### config.mk
export PLATFORM = sky130hd
export DESIGN_NAME = clk_div_sched
export DESIGN_NICKNAME = d
export VERILOG_FILES = /design/src/rtl/clk_div_sched.sv
export SDC_FILE = /design/constraint.sdc
export NUM_CORES = 1
export LEC_CHECK = 0
export BUFFER_PORTS_ARGS = -buffer_cell sky130_fd_sc_hd__buf_4
export CORE_MARGIN = 2
export CORE_UTILIZATION = 35
export DETAILED_ROUTE_END_ITERATION = 10
export MAX_ROUTING_LAYER = met4
export PLACE_DENSITY = 0.56
export SKIP_LAST_GASP = 1
export SYNTH_ARGS = -nofsm -noshare
export SYNTH_HDL_FRONTEND = slang
export SYNTH_SLANG_ARGS = --single-unit
### constraint.sdc
create_clock -name clk -period 3.6 [get_ports clk]
set_clock_uncertainty 0.2 [all_clocks]
set_input_delay 0.18 -clock clk [delete_from_list [all_inputs] [get_ports clk]]
set_output_delay 0.18 -clock clk [all_outputs]
set_load 0.1 [all_outputs]
### src/rtl/clk_div_sched.sv
// clk_div_sched: run/stop and ratio controller for the integer clock-enable
// divider chain. It generates a registered divided output (q_out) and a
// one-cycle tick at each period start. Ratio updates arrive over a
// valid/ready port and only take effect at period boundaries, so periods are
// never cut short or stretched. A stop request lets the current period finish
// before the block goes idle.
// Optional feature: define CLK_DIV_SCHED_PCNT_EN to add a saturating
// completed-period counter on output pcnt.
module clk_div_sched #(
    parameter int W       = 8,
    parameter int DEF_DIV = 5
) (
    input  logic         clk,
    input  logic         rst,
    input  logic         run_i,
    input  logic         cfg_valid,
    input  logic [W-1:0] cfg_div,
    output logic         cfg_ready,
    output logic         cfg_err,
    output logic         q_out,
    output logic         tick,
    output logic         active,
`ifdef CLK_DIV_SCHED_PCNT_EN
    output logic [W-1:0] div_cur,
    output logic [15:0]  pcnt
`else
    output logic [W-1:0] div_cur
`endif
);

    typedef enum logic [1:0] {
        IDLE  = 2'd0,
        RUN   = 2'd1,
        DRAIN = 2'd2
    } state_t;

    localparam logic [W-1:0] DEF_DIV_W = W'(DEF_DIV);

    state_t         state_q, state_d;
    logic [W-1:0]   cnt_q, cnt_d;
    logic           q_out_q, q_out_d;
    logic           tick_q, tick_d;
    logic           cfg_err_q, cfg_err_d;
    logic           cfg_ready_q, cfg_ready_d;
    logic           active_q, active_d;
    logic [W-1:0]   div_cur_q, div_cur_d;
    logic           pend_vld_q, pend_vld_d;
    logic [W-1:0]   pend_div_q, pend_div_d;
    logic [15:0]    pcnt_q, pcnt_d;

    logic           xfer_s;
    logic           bad_div_s;
    logic           boundary_s;
    logic [W:0]     hi_s;
    logic [W:0]     cnt_inc_s;

    // Handshake decode, high-phase length and boundary detection
    always_comb begin
        xfer_s     = cfg_valid && !pend_vld_q;
        bad_div_s  = (cfg_div < W'(2));
        hi_s       = ({1'b0, div_cur_q} + {{W{1'b0}}, 1'b1}) >> 1;
        cnt_inc_s  = {1'b0, cnt_q} + {{W{1'b0}}, 1'b1};
        boundary_s = (cnt_q == (div_cur_q - W'(1)));
    end

    // Next-state, counter, output and ratio bookkeeping
    always_comb begin
        state_d    = state_q;
        cnt_d      = cnt_q;
        q_out_d    = q_out_q;
        tick_d     = 1'b0;
        cfg_err_d  = xfer_s && bad_div_s;
        div_cur_d  = div_cur_q;
        pend_vld_d = pend_vld_q;
        pend_div_d = pend_div_q;
        pcnt_d     = pcnt_q;

        case (state_q)
            IDLE: begin
                // In IDLE a good ratio lands directly, so a simultaneous
                // start already uses it for the first period.
                if (xfer_s && !bad_div_s) begin
                    div_cur_d = cfg_div;
                end else begin
                    div_cur_d = div_cur_q;
                end
                if (run_i) begin
                    state_d = RUN;
                    cnt_d   = {W{1'b0}};
                    q_out_d = 1'b1;
                    tick_d  = 1'b1;
                    pcnt_d  = 16'd0;
                end else begin
                    state_d = IDLE;
                end
            end
            RUN, DRAIN: begin
                if (boundary_s) begin
                    cnt_d = {W{1'b0}};
                    if (pend_vld_q) begin
                        div_cur_d  = pend_div_q;
                        pend_vld_d = 1'b0;
                    end else begin
                        div_cur_d  = div_cur_q;
                    end
                    if (pcnt_q != 16'hFFFF) begin
                        pcnt_d = pcnt_q + 16'd1;
                    end else begin
                        pcnt_d = pcnt_q;
                    end
                    if ((state_q == DRAIN) && !run_i) begin
                        state_d = IDLE;
                        q_out_d = 1'b0;
                    end else begin
                        state_d = run_i ? RUN : DRAIN;
                        q_out_d = 1'b1;
                        tick_d  = 1'b1;
                    end
                end else begin
                    cnt_d   = cnt_inc_s[W-1:0];
                    state_d = run_i ? RUN : DRAIN;
                    if (cnt_inc_s == hi_s) begin
                        q_out_d = 1'b0;
                    end else begin
                        q_out_d = q_out_q;
                    end
                end
                // Stored after the boundary update so a ratio taken on a
                // boundary edge waits for the next boundary.
                if (xfer_s && !bad_div_s) begin
                    pend_vld_d = 1'b1;
                    pend_div_d = cfg_div;
                end else begin
                    pend_div_d = pend_div_q;
                end
            end
            default: begin
                state_d    = IDLE;
                cnt_d      = {W{1'b0}};
                q_out_d    = 1'b0;
                pend_vld_d = 1'b0;
            end
        endcase

        cfg_ready_d = !pend_vld_d;
        active_d    = (state_d != IDLE);
    end

    // State and output registers with asynchronous active-low reset
    always_ff @(posedge clk or negedge rst) begin
        if (!rst) begin
            state_q     <= IDLE;
            cnt_q       <= {W{1'b0}};
            q_out_q     <= 1'b0;
            tick_q      <= 1'b0;
            cfg_err_q   <= 1'b0;
            cfg_ready_q <= 1'b1;
            active_q    <= 1'b0;
            div_cur_q   <= DEF_DIV_W;
            pend_vld_q  <= 1'b0;
            pend_div_q  <= {W{1'b0}};
            pcnt_q      <= 16'd0;
        end else begin
            state_q     <= state_d;
            cnt_q       <= cnt_d;
            q_out_q     <= q_out_d;
            tick_q      <= tick_d;
            cfg_err_q   <= cfg_err_d;
            cfg_ready_q <= cfg_ready_d;
            active_q    <= active_d;
            div_cur_q   <= div_cur_d;
            pend_vld_q  <= pend_vld_d;
            pend_div_q  <= pend_div_d;
            pcnt_q      <= pcnt_d;
        end
    end

    assign q_out     = q_out_q;
    assign tick      = tick_q;
    assign cfg_err   = cfg_err_q;
    assign cfg_ready = cfg_ready_q;
    assign active    = active_q;
    assign div_cur   = div_cur_q;
`ifdef CLK_DIV_SCHED_PCNT_EN
    assign pcnt      = pcnt_q;
`else
    logic unused_pcnt_s;
    assign unused_pcnt_s = ^pcnt_q;
`endif

endmodule

# After elaboration in Yosys (flattened, before gate mapping)
# Cells that the tools add are included.
[classes] n_addsub=3 n_lt_le_gt_ge=1 eq_ne=9 mux=23 reduce_logical=15
[ops] cell="2-to-1 mux 8 bit" count=5
[ops] cell="case mux 8 bit (2 select lines)" count=2
[ops] cell="adder 8 x 1 -> 9 bit, second input constant" count=2
[ops] cell="equality test 9 x 8 -> 1 bit" count=1
[ops] cell="2-to-1 mux 1 bit" count=9
[ops] cell="equality test 8 bit" count=1
[ops] cell="less-than comparator 8 x 2 -> 1 bit, second input constant" count=1
[ops] cell="inequality test 2 bit, second input constant" count=4
[ops] cell="subtractor 8 x 1 -> 8 bit, second input constant" count=1
[ops] cell="2-to-1 mux 2 bit" count=3
[ops] cell="case mux 1 bit (2 select lines)" count=3
[ops] cell="logical AND 1 bit" count=4
[ops] cell="logical NOT 1 bit" count=4
[ops] cell="case mux 2 bit (2 select lines)" count=1
[ops] cell="AND reduction 2 bit" count=2
[ops] cell="AND reduction 4 bit" count=1
[ops] cell="nonzero test 2 bit" count=2
[ops] cell="inequality test 3 bit, second input constant" count=1
[ops] cell="equality test 2 x 1 -> 1 bit, second input constant" count=1
[ops] cell="equality test 2 bit, second input constant" count=1
[ops] cell="logical NOT 2 bit" count=1
[ops] cell="OR reduction 2 bit" count=1
[totals] reg_bits=32 in_bits=12 output_inout_bits=13 elab_cells=61

# Depth between registers and ports, before layout
[depth] depth_word=6 depth_mapped=10 mapped_depth_nobuf=9

# Least setup slack after synthesis
# No wires, ideal clock.
[synth_timing] kind="register to register" start="register div_cur_q[1], in the netlist div_cur[1]" end="register div_cur_q[6], in the netlist div_cur[6]" setup_ps=127 t_arrival_ps=3093 t_required_ps=3273 slack_ps=180 path_stages_with_launch=10 n_path_buf=0 synth_period_minus_slack_ps=3420 path_cell_list="dfrtp_1 -> inv_1 -> ha_1 -> o21ba_2 -> a221oi_1 -> a41oi_1 -> a211oi_2 -> nand2_2 -> a211oi_4 -> mux2_4"
[synth_between] elab_chain_len=4
[synth_rtl] item="start: declaration" line="46" rtl="logic [W-1:0] div_cur_q, div_cur_d;"
[synth_rtl] item="start signal: assignment" line="171" rtl="div_cur_q <= div_cur_d;"
[synth_rtl] item="subtractor 8 x 1 -> 8 bit" line="63" rtl="boundary_s = (cnt_q == (div_cur_q - W'(1)));"
[synth_rtl] item="equality test 8 bit" line="63"
[synth_rtl] item="inequality test 2 bit (no line)"
[synth_rtl] item="AND reduction 4 bit (no line)"
# No other way between the ends.
# A chain may end at the register's enable or synchronous reset.

# Final worst setup path
[layout_timing] start="register div_cur_q[0], in the netlist div_cur[0]" end="register div_cur_q[3], in the netlist div_cur[3]"
# The elaborated chain is that of the path after synthesis.

==> impl_metrics.ini <==
[synthesis]
netlist_instances = 202
synth_edf_count = 0
netlist-cell-type-count = 51
synth.largest_area_cell = sky130_fd_sc_hd__dfrtp_1
synthMostInstantiatedCell = sky130_fd_sc_hd__dfrtp_1
synth-main-ff-cell = sky130_fd_sc_hd__dfrtp_1
postSynthAreaPerCell_um2 = 10.39
synth.top_cells.by_count = 29 x sky130_fd_sc_hd__dfrtp_1, 20 x sky130_fd_sc_hd__xnor2_1, 16 x sky130_fd_sc_hd__mux2_2
netlist_top_cells_area = sky130_fd_sc_hd__dfrtp_1 35%, sky130_fd_sc_hd__mux2_2 8.6%, sky130_fd_sc_hd__xnor2_1 8.3%, sky130_fd_sc_hd__mux2_4 4.3%, sky130_fd_sc_hd__dfstp_2 3.8%
ys_ff_latch = 32
synth_warnings = 0
synth_nets = 220
syn_area_um2 = 2100
async_flop_share_pct = 100.0
synthDominantCellAreaShare_pct = 34.56
fraction_of_the_yosys_area_taken_by_sequential_cells_pct = 38.32

[route]
antenna_left = 0
detailed_router_s_first_iteration_violation_count = 68
finalWirelength_mm = 4.571
vias = 1603
avgRoutedWirePerCell_um = 14.84
drtPass1Iterations = 4
detail_route.vias_per_cell = 5.205
remaining_drc_errors = 0

[global_routing]
grt_overflow_total = 0
grt_start_max_net_pins = 33
grt_first_pass_wirelength_mm = 7.948
via_count_of_the_first_global_routing_pass = 1643
groute.usage.overall_pct = 16.14
antenna_found_initial = 0

[timing]
post-route-min-period_ns = 3.277
final-max-slew-violation-count = 0
hold_viol_final = 0
fmax_ghz = 0.3052
setup_tns_ns = 0
maxSlewHeadroom_pct = 60.04
setup_viol = 0
timing.final.crit_share_pct = 91.02
setup_repair_after_global_routing_missed_its_margin = false
timing_worst_slew_pin_value_ns = 0.5994

[cts]
cts_max_path_buffers = 2
clkTransAtPathRegs_ns = 0.07
clock-sinks = 32
clock_tree.root_cell = sky130_fd_sc_hd__clkbuf_8
cts_setup_buffers = 0
cts_htree_levels = 2
cts_inserted_buffers = 5
clk_latency_ns = 0.28
tritoncts = built

[finish]
nets_final = 250
drive_above_1_share_pct = 27.90
n_fill_cell = 565
insertedDiodeCount = 0
area.growth.synth_to_final_pct = 20.62
postLayoutCoreUtil_pct = 43.28

[die]
die_w_um = 81.45
num_rows = 28
number_of_ports_placed_on_the_die_boundary = 25
die-area_um2 = 6634
initial_core_util_pct = 35.89
core_region_area_um2 = 5851
die-height_um = 81.45

[worst_setup_path]
maximum_fanout_along_the_worst_path = 8
arrival_ns = 3.24
worst_ep_required_time_ns = 3.56
cp-start-kind = flop
critPathKind = flop to flop
end_kind = flop

[placed_design]
globalplace.congestion = 0.7454
numPortBuffers = 24
place.detailed.hpwl_mm = 3.331

[hold_path]
worstHoldPathType = primary input to async pin

[status]
result_of_the_run = finished, final reports clean

[flow_run]
maxCapViolCount = 0
layer usage:
metal | GRT usage (%) | wire length (µm) | vias to the layer above
met5 | - | 0 | -
met4 | 4.915 | 48 | 0
met3 | 3.187 | 126 | 5
met2 | 25.25 | 2152 | 34
met1 | 21.19 | 2244 | 789
li1 | - | - | 775
registers in the layout, summed over array words and instances (netlist names):
name        count
cnt_q           8
div_cur         8
pend_div_q      8
state_q         2
active          1
cfg_err         1
cfg_ready       1
pend_vld_q      1
q_out           1
tick            1
stage by stage:
step / instance area, µm² / hold slack (ns) / setup slack [ns] / std cells
6_report: 2532 / 0.1842 / 0.3232 / 308
5_1_grt: 2532 / 0.2244 / 0.1805 / 308
4_1_cts: 2532 / 0.2031 / 0.3469 / 308
3_5_place_dp: 2311 / -0.03873 / 0.3491 / 289
3_3_place_gp: 2311 / -0.04704 / 0.4548 / 289
2_1_floorplan: 2100 / -0.3156 / 0.1802 / 202
kinds of logic (layout without fill, tap and decap cells):
kind of cell | Yosys count | in the layout | share of synthesized area, %
compound gates | 31 | 31 | 11.50
buf+inv | 20 | 51 | 4.410
xor+xnor | 27 | 27 | 11.26
mux | 27 | 27 | 15.26
fa+ha+maj | 6 | 6 | 3.576
simple gates | 59 | 59 | 15.67
flops | 32 | 32 | 38.32
critical path, stage by stage, from the launching register on:
cell	delay, ns
sky130_fd_sc_hd__dfstp_2	0.60
sky130_fd_sc_hd__inv_1	0.08
sky130_fd_sc_hd__ha_1	0.26
sky130_fd_sc_hd__o21ba_2	0.21
sky130_fd_sc_hd__a221oi_1	0.31
sky130_fd_sc_hd__a41oi_1	0.10
sky130_fd_sc_hd__a211oi_2	0.36
sky130_fd_sc_hd__nand2_2	0.11
sky130_fd_sc_hd__a211oi_4	0.57
sky130_fd_sc_hd__mux2_4	0.35
timing repair:
item / in CTS / in global routing
setup endpoints to repair: 0 / 0
hold buffers: 11 / 0
endpoints found under the hold margin: 43 / 0
gates resized for setup: 0 / 0
cell type report:
type / count / area (µm²) / area share [%]
Tap cell: 75 / 93.84 / 3.706
Sequential cell: 32 / 804.5 / 31.77
Multi-Input combinational cell: 150 / 1202 / 47.48
Inverter: 8 / 30.03 / 1.186
Clock inverter: 3 / 42.54 / 1.680
Timing Repair Buffer: 35 / 290.3 / 11.46
Clock buffer: 5 / 68.82 / 2.717
worst paths after layout:
kind | from | endpoint | slack [ns] | cells past startpoint
setup / recovery | div_cur[0] | div_cur[3] | 0.32 | 9
hold / removal | rst | cnt_q[5] | 0.18 | 2
setup reg to reg | div_cur[0] | div_cur[3] | 0.32 | 9
hold reg to reg | pend_vld_q | cfg_err | 0.29 | 1
max in group asynchronous | rst | cfg_ready | 2.68 | 2
min in group clk | pend_vld_q | cfg_err | 0.29 | 1
placed cells by master (no fill, tap or decap), drive strengths merged, types with 6 or more instances in the layout:
cell type    instances
buf                 24
dfrtp               29
dlygate4sd3         11
ha                   6
inv                  8
mux2                22
nand2               12
nand3                8
nor2                12
o21ai                6
xnor2               20
xor2                 7
Power is left out: the tool's default activity adds up to more than one toggle a clock period on the data nets, which glitch-free logic cannot reach.
